===== src/rtl/calc_hist_if.sv =====
// Button/switch/LED bundle for the calc_hist accumulator calculator.
// The board side (switches, buttons, LEDs) is the master; the calculator is the slave.
interface calc_hist_if #(
    parameter int WIDTH = 16,
    parameter int DEPTH = 4
);
    localparam int CW = $clog2(DEPTH + 1);

    logic             btnd;
    logic             btnl;
    logic             btnc;
    logic             btnr;
    logic             undo;
    logic             ext;
    logic [WIDTH-1:0] sw;
    logic [WIDTH-1:0] led;
    logic             ovf;
    logic             busy;
    logic [CW-1:0]    hist_cnt;

    modport master (
        output btnd, btnl, btnc, btnr, undo, ext, sw,
        input  led, ovf, busy, hist_cnt
    );

    modport slave (
        input  btnd, btnl, btnc, btnr, undo, ext, sw,
        output led, ovf, busy, hist_cnt
    );
endinterface


===== src/rtl/calc_hist.sv =====
// Accumulator calculator with edge-detected buttons, an undo history ring,
// an extended op set and an iterative shift-add multiplier.
module calc_hist #(
    parameter int WIDTH = 16,
    parameter int DEPTH = 4
) (
    input  logic        clk,
    input  logic        btnu,
    calc_hist_if.slave  bus
);
    localparam int SW = $clog2(WIDTH);
    localparam int CW = $clog2(DEPTH + 1);
    localparam int PW = (DEPTH > 1) ? $clog2(DEPTH) : 1;
    localparam logic [PW-1:0] LAST_SLOT = PW'(DEPTH - 1);

    // Registered state
    logic                 r_btnd_q;
    logic                 r_undo_q;
    logic [WIDTH-1:0]     r_acc;
    logic                 r_ovf;
    logic                 r_busy;
    logic [CW-1:0]        r_cnt;
    logic [PW-1:0]        r_ptr;      // next slot to write
    logic [WIDTH-1:0]     r_hist [DEPTH];
    logic [2*WIDTH-1:0]   r_mul_a;    // multiplicand, shifted left each step
    logic [WIDTH-1:0]     r_mul_b;    // multiplier, shifted right each step
    logic [2*WIDTH-1:0]   r_prod;
    logic [SW-1:0]        r_mul_cnt;

    // Combinational decode
    logic [2:0]           w_op;
    logic                 w_exe;
    logic                 w_und;
    logic                 w_start_mul;
    logic                 w_single;
    logic                 w_mul_last;
    logic                 w_push;
    logic [2*WIDTH-1:0]   w_mul_sum;
    logic [PW-1:0]        w_ptr_next;
    logic [PW-1:0]        w_ptr_prev;
    logic [WIDTH-1:0]     w_sum;
    logic [WIDTH-1:0]     w_diff;
    logic [SW-1:0]        w_shamt;
    logic [WIDTH-1:0]     w_alu;
    logic                 w_alu_ovf;

    assign w_op        = {bus.btnl, bus.btnc, bus.btnr};
    // Presses during a multiply are dropped, and execute beats undo.
    assign w_exe       = bus.btnd & ~r_btnd_q & ~r_busy;
    assign w_und       = bus.undo & ~r_undo_q & ~r_busy & ~w_exe;
    assign w_start_mul = w_exe & bus.ext & (w_op == 3'b000);
    assign w_single    = w_exe & ~w_start_mul;
    assign w_mul_last  = r_busy && (r_mul_cnt == SW'(WIDTH - 1));
    assign w_mul_sum   = r_prod + (r_mul_b[0] ? r_mul_a : '0);
    assign w_push      = w_single | w_mul_last;
    assign w_ptr_next  = (r_ptr == LAST_SLOT) ? '0 : r_ptr + PW'(1);
    assign w_ptr_prev  = (r_ptr == '0) ? LAST_SLOT : r_ptr - PW'(1);
    assign w_sum       = r_acc + bus.sw;
    assign w_diff      = r_acc - bus.sw;
    assign w_shamt     = bus.sw[SW-1:0];

    // Single-cycle ALU result and overflow flag
    always_comb begin
        w_alu     = r_acc;
        w_alu_ovf = 1'b0;
        case (w_op)
            3'b000: begin
                w_alu     = w_sum;
                w_alu_ovf = (r_acc[WIDTH-1] == bus.sw[WIDTH-1]) &&
                            (w_sum[WIDTH-1] != r_acc[WIDTH-1]);
            end
            3'b001: begin
                if (bus.ext) begin
                    w_alu = ($signed(r_acc) < $signed(bus.sw)) ? WIDTH'(1) : '0;
                end else begin
                    w_alu     = w_diff;
                    w_alu_ovf = (r_acc[WIDTH-1] != bus.sw[WIDTH-1]) &&
                                (w_diff[WIDTH-1] != r_acc[WIDTH-1]);
                end
            end
            3'b010:  w_alu = r_acc & bus.sw;
            3'b011:  w_alu = r_acc | bus.sw;
            3'b100:  w_alu = r_acc ^ bus.sw;
            3'b101:  w_alu = r_acc << w_shamt;
            3'b110:  w_alu = r_acc >> w_shamt;
            default: w_alu = WIDTH'($signed(r_acc) >>> w_shamt);
        endcase
    end

    // Accumulator, multiplier sequencing, undo and history bookkeeping
    always_ff @(posedge clk) begin
        r_btnd_q <= bus.btnd;
        r_undo_q <= bus.undo;
        if (btnu) begin
            r_acc     <= '0;
            r_ovf     <= 1'b0;
            r_busy    <= 1'b0;
            r_cnt     <= '0;
            r_ptr     <= '0;
            r_mul_a   <= '0;
            r_mul_b   <= '0;
            r_prod    <= '0;
            r_mul_cnt <= '0;
        end else begin
            if (w_start_mul) begin
                r_busy    <= 1'b1;
                r_mul_a   <= {{WIDTH{1'b0}}, r_acc};
                r_mul_b   <= bus.sw;
                r_prod    <= '0;
                r_mul_cnt <= '0;
            end else if (r_busy) begin
                r_prod    <= w_mul_sum;
                r_mul_a   <= r_mul_a << 1;
                r_mul_b   <= r_mul_b >> 1;
                r_mul_cnt <= r_mul_cnt + SW'(1);
                if (w_mul_last) begin
                    r_acc  <= w_mul_sum[WIDTH-1:0];
                    r_ovf  <= |w_mul_sum[2*WIDTH-1:WIDTH];
                    r_busy <= 1'b0;
                end
            end else if (w_single) begin
                r_acc <= w_alu;
                r_ovf <= w_alu_ovf;
            end else if (w_und && (r_cnt != '0)) begin
                r_acc <= r_hist[w_ptr_prev];
                r_ptr <= w_ptr_prev;
                r_cnt <= r_cnt - CW'(1);
                r_ovf <= 1'b0;
            end

            // A push never coincides with an undo, so these cannot conflict.
            if (w_push) begin
                r_ptr <= w_ptr_next;
                if (r_cnt != CW'(DEPTH)) begin
                    r_cnt <= r_cnt + CW'(1);
                end
            end
        end
    end

    // History ring write; acc is still the pre-op value at the push edge
    always_ff @(posedge clk) begin
        if (!btnu && w_push) begin
            r_hist[r_ptr] <= r_acc;
        end
    end

    assign bus.led      = r_acc;
    assign bus.ovf      = r_ovf;
    assign bus.busy     = r_busy;
    assign bus.hist_cnt = r_cnt;
endmodule

===== src/flat_wrapper.sv =====
// flat-port wrapper written by rule: the top's interface ports become plain ports
module calc_hist_flat 
#(
    parameter int WIDTH = 16,
    parameter int DEPTH = 4
)
  (clk, btnu, bus_btnd, bus_btnl, bus_btnc, bus_btnr, bus_undo, bus_ext, bus_sw, bus_led, bus_ovf, bus_busy, bus_hist_cnt);
  calc_hist_if #(.WIDTH(WIDTH), .DEPTH(DEPTH)) bus_i ();
  input  logic clk;
  input  logic btnu;
  input wire logic [$bits(bus_i.btnd)-1:0] bus_btnd;
  input wire logic [$bits(bus_i.btnl)-1:0] bus_btnl;
  input wire logic [$bits(bus_i.btnc)-1:0] bus_btnc;
  input wire logic [$bits(bus_i.btnr)-1:0] bus_btnr;
  input wire logic [$bits(bus_i.undo)-1:0] bus_undo;
  input wire logic [$bits(bus_i.ext)-1:0] bus_ext;
  input wire logic [$bits(bus_i.sw)-1:0] bus_sw;
  output wire logic [$bits(bus_i.led)-1:0] bus_led;
  output wire logic [$bits(bus_i.ovf)-1:0] bus_ovf;
  output wire logic [$bits(bus_i.busy)-1:0] bus_busy;
  output wire logic [$bits(bus_i.hist_cnt)-1:0] bus_hist_cnt;
  assign bus_i.btnd = bus_btnd;
  assign bus_i.btnl = bus_btnl;
  assign bus_i.btnc = bus_btnc;
  assign bus_i.btnr = bus_btnr;
  assign bus_i.undo = bus_undo;
  assign bus_i.ext = bus_ext;
  assign bus_i.sw = bus_sw;
  assign bus_led = bus_i.led;
  assign bus_ovf = bus_i.ovf;
  assign bus_busy = bus_i.busy;
  assign bus_hist_cnt = bus_i.hist_cnt;
  calc_hist #(.WIDTH(WIDTH), .DEPTH(DEPTH)) u_core (.clk(clk), .btnu(btnu), .bus(bus_i));
endmodule

===== config.mk =====
export PLATFORM = sky130hd
export DESIGN_NAME = calc_hist_flat
export DESIGN_NICKNAME = d
export VERILOG_FILES = /design/src/rtl/calc_hist_if.sv /design/src/rtl/calc_hist.sv /design/src/flat_wrapper.sv
export SDC_FILE = /design/constraint.sdc
export NUM_CORES = 1
export LEC_CHECK = 0
export CAP_MARGIN = 10
export CORE_MARGIN = 2
export CORE_UTILIZATION = 30
export DETAILED_ROUTE_END_ITERATION = 8
export SYNTH_ARGS = -nofsm -noshare
export SYNTH_HDL_FRONTEND = slang
export SYNTH_SLANG_ARGS = --single-unit

===== constraint.sdc =====
create_clock -name clk -period 4.55 [get_ports clk]
set_clock_uncertainty 0.1 [all_clocks]
set_input_delay 0.91 -clock clk [delete_from_list [all_inputs] [get_ports clk]]
set_output_delay 0.91 -clock clk [all_outputs]
set_load 0.01 [all_outputs]

==> results by group, run 1 <==
Floorplan
  • Die Span Y: 214 um
  • Site row count: 76
  • Starting density of the core: 0.306
  • Die Area: ~46000 um2
  • Core ar.: 43300 um2
  • Ports: 45
  • Die W: around 210 um

Detailed routing
  • Vias per inst: 5.70
  • Final WL: 46100 um
  • DR WL/cell: 21.2 um
  • Residual DRC: 0
  • Post-route ant nets: 0
  • Drt initial violations: between 1000 and 1500
  • Via count: 12385
  • DRT Pass-1 Iters: 6

Yosys
  • Post-synth EDFFs: 64
  • Synth unique cells: about 90
  • YS warnings: 0
  • Sequential share of the synthesized area: 0.310
  • Post-synthesis cell count: 1557
  • Asr flop ratio synth: 0
  • Syn nets: 1680
  • Post-Synthesis Mean Instance Area: 8.50 um2
  • Cell Area, Synth: 13200 um2
  • Register bit total from synthesis: 173
  • Most frequently used flop master after synthesis: dfxtp_1

Clock network
  • Postcts setup bufs: 0
  • Clock Path Buffers: 2
  • Cts hold-fix bufs: 0
  • CTS buffer count: 17
  • Clock-pin slew on the worst setup and hold paths: about 0.070 ns
  • CTS Sinks: 173
  • Root Buffer: clkbuf_16
  • CTS H-tree depth: 4
  • CTS tree: yes
  • CTS resizes: 0
  • Clk Latency, worst-skew pair: between 0.4 and 0.5 ns

STA
  • # setup viols final: 0
  • Worst slew pin tran: 0.898 ns
  • Fin Hold WS: 0.358 ns
  • Post-route minimum period: 4.10 ns
  • Final period util: 0.902
  • Fmax: around 240 MHz
  • Final hold violations: 0
  • RSZ-0062 raised after global routing: false
  • Slew Viols, Final: 0
  • Setup TNS: 0 ns
  • Rel. slew slack: 0.402

Critical path
  • CP endpoint kind: flip-flop
  • Slowest stage delay, CP: about 0.63 ns
  • Startpoint types: flip-flop
  • Critical path peak fanout: 22
  • Required time of the critical path: roughly 4.8 ns
  • Critical path class: reg -> reg
  • Crit path buf inv count: 2
  • CP arrival: 4.35 ns
  • Critical-path top delay cell: dfxtp_1
  • Crit path max-delay family: compound AO/OA/AOI/OAI gates
  • Crit-path cells: buf_4 -> and2_1 -> ha_1 -> a211oi_1 -> o211ai_1 -> a21oi_1 -> o211ai_1 -> nor4_1 -> a211oi_1 -> o2111ai_1 -> nor4bb_1 -> buf_4 -> o41ai_1

Power
  • Peak supply drop: 0.184 mV
  • Leakage: roughly 5.4 nW
  • Pwr per Cell Area: a little under 300 nW/um2
  • Power consumption: 4.38 mW

Cells and area
  • Share of post-route cells with drive strength above 1: 0.106
  • Area Growth Syn to Fin: 13.0%
  • FILL cells: between 4000 and 5000
  • Nets: roughly 1700
  • Final core occ: 0.346

Placement
  • Port buffer count: 44
  • Final HPWL DP: 34800 um
  • Final Wtd Congestion: 0.987

Status
  • Status: finished, final reports clean

Global routing
  • Largest net degree at the start of global routing: 57
  • Grt ovf: 0
  • First-pass GRT wire length: 70600 um
  • Number of global-route vias before repair: 11927
  • Initial antenna violation count: 2
  • Total track usage: 0.197

Flow run
  • Max cap viols: 0

Min path
  • Worst hold path class: reg -> reg
## placed cells by master (no fill, tap or decap), types with 37 or more instances in the layout
cell type	n
a21oi_1	168
nand2_1	152
nor2_1	152
dfxtp_1	108
ha_1	96
o21ai_0	75
edfxtp_1	64
inv_1	62
buf_4	54
clkdlybuf4s50_1	42
nor3_1	38
and2_1	37
## power by group
part / internal (mW) / switching (mW)
clock network: 0.757 / 0.648
logic: 0.464 / 0.787
registers: 1.67 / 0.0543
## cell usage after synthesis, drive strengths merged (8+ instances only)
cell	count	area, um2
a21oi	173	885
nor2	155	587
nand2	152	571
dfxtp	109	2180
ha	96	1200
o21ai	85	429
clkbuf	69	259
inv	65	244
edfxtp	64	1920
nor3	40	210
a211oi	37	298
and2	37	231
a22oi	35	263
mux2i	34	340
nand3	34	175
buf	33	186
mux4	31	698
a21o	26	195
xnor2	24	210
o211ai	16	120
o221ai	16	146
or3	15	93.8
a31oi	13	81.3
nand4	12	81.3
nor2b	11	68.8
nor4	11	87.6
a221oi	10	87.6
and3	10	62.6
o21bai	10	78.8
a311oi	9	78.8
a2111oi	8	96.3
a211o	8	70.1
o31ai	8	83.8
## routing by layer
layer / up-vias / share of wire / GRT usage
met4: 2 / 0.040 / 0.0828
met5: - / 0.00028 / 0
met2: 486 / 0.45 / 0.315
met1: 5963 / 0.44 / 0.261
li1: 5831 / - / -
met3: 103 / 0.065 / 0.0346
## registers in the layout, summed over array words and instances (netlist names), 2 cells and up
register             count
u_core.r_mul_cnt         4
u_core.r_mul_b          16
u_core.r_prod           32
u_core.r_ptr             2
u_core.r_mul_a          32
u_core.r_hist           64
u_core.bus.hist_cnt      3
u_core.bus.led          16
## final timing paths
path	slack [ns]	depth (start not counted)	endpoint	start
max	0.45	13	u_core.bus.ovf$_SDFFE_PP0P_	u_core.r_mul_b[0]$_SDFFE_PP0P_
min	0.36	2	u_core.r_mul_b[5]$_SDFFE_PP0P_	u_core.r_mul_b[5]$_SDFFE_PP0P_
max reg2reg	0.45	13	u_core.bus.ovf$_SDFFE_PP0P_	u_core.r_mul_b[0]$_SDFFE_PP0P_
min reg2reg	0.36	2	u_core.r_mul_b[5]$_SDFFE_PP0P_	u_core.r_mul_b[5]$_SDFFE_PP0P_
## metrics by stage
step	cell area [um2]	std cells	setup slack (ns)
finish	15000	2173	0.448
global route	15000	2172	0.0236
CTS	15000	2172	0.466
detailed placement	14400	2140	0.301
global placement	14400	2140	0.389
floorplan	13200	1557	0.638
## cells by family after synthesis
family,after synthesis,synth area share
AOI/OAI and AO/OA,507,0.256
xor gates and xnor gates,29,0.0192
adders and majority gates,99,0.0953
buffers and inverters,167,0.0521
DFF,173,0.310
muxes,72,0.0844
and+or+nand+nor,510,0.183
## final cells by class
class,count,area [um2],share of cell area
Antenna cell,1,2.50,0.000167
Inverter,65,244,0.0163
Multi-Input combinational cell,1217,8450,0.565
Timing Repair Buffer,100,876,0.0585
Tap cell,585,732,0.0489
Clock inverter,12,113,0.00753
Clock buffer,20,437,0.0292
Sequential cell,173,4110,0.275
## worst min-delay path, stage by stage, from the launching register on
cell     delay, ns
dfxtp_1       0.31
nand2_1       0.05
a21oi_1       0.05
Power figures use the tool's default switching activity.
==> run 2: changes to the inputs <==
--- a/config.mk
+++ b/config.mk
@@ -9,6 +9,7 @@
 export CORE_MARGIN = 2
 export CORE_UTILIZATION = 30
 export DETAILED_ROUTE_END_ITERATION = 8
+export DONT_BUFFER_PORTS = 1
 export SYNTH_ARGS = -nofsm -noshare
 export SYNTH_HDL_FRONTEND = slang
 export SYNTH_SLANG_ARGS = --single-unit
==> run 2 against run 1 <==
Largest cell class unchanged. Sequential share of layout area rose by 1.3 points. Clock power barely moved. Flip-flop and latch count did not move. First-iteration DRC count rose by 7.8%.
==> results by group, run 2 (same netlist as run 1, synthesis figures left out) <==
STA
  • Post-route minimum period: 4.18 ns
  • RSZ-0062 raised after global routing: false
  • Rel. slew slack: 0.272
  • Slew Viols, Final: 0
  • Setup TNS: 0 ns
  • # setup viols final: 0
  • Final hold violations: 0
  • Worst slew pin tran: 1.09 ns
  • Final period util: 0.919
  • Fmax: between 200 and 250 MHz

Critical path
  • Reg2reg start: u_core.r_mul_b[0]$_SDFFE_PP0P_
  • Critical-path top delay cell: nor4bb_1
  • Reg2reg end: u_core.bus.ovf$_SDFFE_PP0P_
  • Reg-to-reg slack, setup: around 0.37 ns
  • CP Depth: 12
  • Required time of the critical path: 4.73 ns
  • Startpoint types: flip-flop
  • CP endpoint kind: flip-flop
  • Critical path peak fanout: 30
  • Slowest stage delay, CP: 0.66 ns
  • Worst reg2reg path depth: 12
  • Crit path max-delay family: compound AO/OA/AOI/OAI gates
  • CP arrival: 4.36 ns
  • Crit-path cells: buf_4 -> and2_1 -> ha_1 -> a211oi_2 -> o21bai_1 -> o21ai_1 -> o221ai_1 -> or3_1 -> a2111oi_2 -> o2111ai_1 -> nor4bb_1 -> o41ai_1
  • Critical path class: reg -> reg
  • Crit. Startpoint: u_core.r_mul_b[0]$_SDFFE_PP0P_
  • Crit path buf inv count: 1

Flow run
  • Max cap viols: 0

Clock network
  • Clk Latency, worst-skew pair: 0.44 ns
  • CTS buffer count: 17
  • Clock-pin slew on the worst setup and hold paths: 0.08 ns
  • CTS H-tree depth: 4
  • Clock Path Buffers: 2
  • CTS Sinks: 173
  • CTS resizes: 0
  • Root Buffer: clkbuf_16
  • CTS tree: yes
  • Cts hold-fix bufs: 0
  • Postcts setup bufs: 0

Power
  • Leakage: 5.08 nW
  • Peak supply drop: 0.256 mV
  • Pwr per Cell Area: roughly 300 nW/um2
  • Power consumption: ~4.3 mW

Cells and area
  • Most common cell after layout, fill and taps aside: a21oi_1
  • FILL cells: 4554
  • Area Growth Syn to Fin: 7.94%
  • Nets: 1624
  • Biggest regs: u_core.r_hist x64, u_core.r_mul_a x32, u_core.r_prod x32
  • Most frequent cells in the layout: a21oi_1, nand2_1, nor2_1
  • Max reg flops: 64
  • Share of post-route cells with drive strength above 1: 0.0931
  • Cell area after layout: between 10000 and 15000 um2
  • Largest reg by FF count: u_core.r_hist

Min path
  • Hold Crit Endpoint: u_core.r_mul_b[5]$_SDFFE_PP0P_
  • Hold_sp: u_core.r_mul_b[5]$_SDFFE_PP0P_
  • Worst hold path class: reg -> reg
  • Worst Hold Depth: 2

Detailed routing
  • DRT Pass-1 Iters: 6
  • Vias per inst: 5.82
  • DR WL/cell: 22.0 um
  • Via count: roughly 12000
  • Post-route ant nets: 0
  • Final WL: 46100 um
  • Drt initial violations: 1198
  • Residual DRC: 0

Global routing
  • Total track usage: 0.197
  • First-pass GRT wire length: around 70000 um
  • Number of global-route vias before repair: about 12000
  • Initial antenna violation count: 1
  • Largest net degree at the start of global routing: 56
  • Grt ovf: 0

Placement
  • Final HPWL DP: around 34000 um
  • Placed Area: 13700 um2
  • Final Wtd Congestion: 1.02
  • Port buffer count: 0

Floorplan
  • Ports: 45
  • Starting density of the core: 0.306
  • Site row count: 76
  • Die Span Y: 214 um
  • Die W: 214 um
  • Core ar.: 43300 um2
  • Die Area: 45800 um2

Status
  • Status: finished, final reports clean
## run 2: cell count changes in the layout (fill, tap and decap cells not counted), moves of 3 or more
cell / delta
buf_4: -27
clkinv_2: +4
clkinv_4: -3
clkdlybuf4s50_1: -42
## run 2: final cells by class
| cell class | count | area, um2 | area share |
|---|---|---|---|
| clock inverter | 13 | 114 | 0.00797 |
| inverter | 65 | 244 | 0.0171 |
| antenna | 1 | 2.50 | 0.000175 |
| multi-input combinational | 1217 | 8450 | 0.591 |
| sequential | 173 | 4110 | 0.288 |
| clock buffer | 19 | 433 | 0.0303 |
| timing repair buffer | 27 | 203 | 0.0142 |
| tap | 585 | 732 | 0.0512 |
## run 2: layer usage
metal | vias up | global-route usage | routed length (um)
met4 | 0 | 0.0758 | 1570
met1 | 6002 | 0.265 | 20500
met3 | 80 | 0.0362 | 3380
li1 | 5678 | - | -
met2 | 461 | 0.313 | 20700
met5 | - | 0 | 0
## run 2: worst max-delay path by stage
stage / end
after global placement: u_core.bus.ovf$_SDFFE_PP0P_
final: u_core.bus.ovf$_SDFFE_PP0P_
after floorplan: u_core.bus.led[0]$_SDFFE_PP0P_
after detailed placement: u_core.bus.ovf$_SDFFE_PP0P_
after CTS: u_core.bus.ovf$_SDFFE_PP0P_
after global routing: u_core.bus.ovf$_SDFFE_PP0P_
## run 2: report_power, final
part / switching (mW) / internal (mW)
Combinational: 0.690 / 0.389
Clock: 0.665 / 0.757
Sequential: 0.0865 / 1.66
Total: 1.44 / 2.81
## run 2: stage by stage
| step | cells | setup WS, ns | util | hold WS, ns |
|---|---|---|---|---|
| 3_5_place_dp | 2067 | 0.471 | 0.317 | 0.345 |
| 6_report | 2100 | 0.371 | 0.330 | 0.354 |
| 2_1_floorplan | 1557 | 0.638 | - | 0.337 |
| 5_1_grt | 2099 | 0.0415 | 0.330 | 0.371 |
| 3_3_place_gp | 2067 | 0.447 | 0.317 | 0.341 |
| 4_1_cts | 2099 | 0.426 | 0.330 | 0.356 |
## run 2: worst register-to-register path: stages (launching register included)
cell and delay [ns]:
dfxtp_1 0.38, buf_4 0.33, and2_1 0.20, ha_1 0.36
a211oi_2 0.25, o21bai_1 0.23, o21ai_1 0.24, o221ai_1 0.14
or3_1 0.36, a2111oi_2 0.39, o2111ai_1 0.23, nor4bb_1 0.66
o41ai_1 0.15
==> RTL edit, RTL diff (settings of run 2) <==
`WIDTH` is set to 16 in 3 places; all go to 32.
--- a/src/rtl/calc_hist_if.sv
+++ b/src/rtl/calc_hist_if.sv
@@ -2,5 +2,5 @@
 // The board side (switches, buttons, LEDs) is the master; the calculator is the slave.
 interface calc_hist_if #(
-    parameter int WIDTH = 16,
+    parameter int WIDTH = 32,
     parameter int DEPTH = 4
 );
--- a/src/rtl/calc_hist.sv
+++ b/src/rtl/calc_hist.sv
@@ -2,5 +2,5 @@
 // an extended op set and an iterative shift-add multiplier.
 module calc_hist #(
-    parameter int WIDTH = 16,
+    parameter int WIDTH = 32,
     parameter int DEPTH = 4
 ) (
--- a/src/flat_wrapper.sv
+++ b/src/flat_wrapper.sv
@@ -2,5 +2,5 @@
 module calc_hist_flat 
 #(
-    parameter int WIDTH = 16,
+    parameter int WIDTH = 32,
     parameter int DEPTH = 4
 )
Ports: changed (resized bus_led and bus_sw); port bits go from 45 to 77. No check against the original RTL was run, so the function may have changed too.
==> RTL edit against run 2 <==
The run now ends with DRC left; count of clock-buffer cells in the layout up 30; via count rose by 110%; area after synthesis is 94% higher; sequential share of layout area is 1.1 points lower; setup slack lost 0.084 ns; clock power rose by 140%; maximum frequency decreased by 2.0%; first-iteration DRC count increased by 140%; wire length grew 130%; power increased by 120%; sequential cell count rose by 161; final area is 100% higher; critical path type unchanged.
==> RTL edit: results (changes against run 2) <==
Synth
  • Commonest cells in the netlist: a21oi_1, nor2_1, nand2_1 (unchanged)
  • Mux contribution to synthesized area: 0.09731 (was 0.08443)
  • Number of synthesized flops with an enable pin: 128 (was 64)
  • Synth Area in Compound Gates: 0.2571 (was 0.2557)

Clock tree
  • Worst-skew pair later-pin latency: 0.61 ns (was 0.44 ns)
  • CTS Buf Count: 40 (was 17)
  • Longest Clk Path Bufs: 3 (was 2)

Placed design
  • GP Congestion: 1.055 (was 1.024)
  • Hpwl dp: 79810 um (was 33870 um)
  • Dpl cell area: 0.02748 sq mm (was 0.01374 sq mm)

STA
  • Hold WS: 0.2503 ns (was 0.3544 ns)
  • Setup WS post-layout: 0.2870 ns (was 0.3706 ns)

Hold path
  • Worst Hold Depth: 0 (was 2)
  • Hold Crit Endpoint: u_core.r_btnd_q (was u_core.r_mul_b[5])

Detailed routing
  • Initial DRC count: 2917 (was 1198)
  • Vias: 25230 (was 12220)
  • # DRC: 4 (was 0)

Power and ir drop
  • Pleak: 10.92 nW (was 5.084 nW)
  • Switch share: 0.3567 (was 0.3390)

Global route
  • Number of global-route vias before repair: 23520 (was 11670)
  • GRT Overall Usage: 0.2388 (was 0.1968)

Finish
  • Ant. Diodes: 2 (was 1)
  • Layout area overhead: 12.41% (was 7.942%)
  • FF/Latch Area: 0.007973 sq mm (was 0.004108 sq mm)
  • Final core occ: 0.3395 (was 0.3302)
  • Nonclk inv count: 128 (was 65)
  • Share of layout cells above drive strength 1: 0.1051 (was 0.09313)
  • Multi-input combinational area share: 0.5697 (was 0.5915)

Critical path
  • Slowest cell delay on critical path: 0.63 ns (was 0.66 ns)
  • R2r setup slk: 0.29 ns (was 0.37 ns)

Run status
  • Violated checks: DRC
  • Run status: finished with violations (was completed)
-- RTL edit: cell types whose count changed after synthesis, moves of 39 or more --
cell | before | now
clkbuf_1 | 69 | 173
edfxtp_1 | 64 | 128
nor2_1 | 153 | 346
a22oi_1 | 35 | 79
o21ai_0 | 75 | 192
a21oi_1 | 168 | 364
and2_1 | 37 | 76
nand2_1 | 152 | 294
dfxtp_1 | 109 | 206
inv_1 | 62 | 126
ha_1 | 96 | 185
mux2i_1 | 34 | 145
-- RTL edit: per-layer routing --
metal | track usage | vias to the layer above | part of all wire
met2 | 0.3607 | 1308 | 0.42
met1 | 0.3162 | 12230 | 0.41
met3 | 0.04857 | 280 | 0.097
met4 | 0.1370 | 2 | 0.065
li1 | - | 11410 | -
met5 | 0 | - | 0.00012
-- RTL edit: power groups by stage --
stage / logic (mW) / clock network [mW] / registers [mW]
floorplan: 1.52 / 0 / 3.42
global placement: 2.64 / 0 / 3.39
detailed placement: 2.64 / 0 / 3.39
CTS: 2.65 / 3.43 / 3.32
global route: 2.87 / 3.52 / 3.33
finish: 2.75 / 3.37 / 3.33
-- RTL edit: worst max-delay path by stage --
stage	end	depth (start not counted)
finish	u_core.bus.led[0]	14
detailed placement	u_core.bus.led[17]	17
floorplan	u_core.bus.led[26]	18
global placement	u_core.bus.led[21]	9
CTS	u_core.bus.ovf	15
global route	u_core.bus.ovf	15
-- RTL edit: kinds of logic (layout without fill, tap and decap cells) --
logic type               Yosys count  after routing
adder cells (fa/ha/maj)          188            188
XOR/XNOR                          66             66
AND/OR/NAND/NOR                  953            953
flip-flops                       334            334
multiplexers                     195            195
AO/OA/AOI/OAI                   1031           1031
buffers and inverters            342            355
other                              0              2
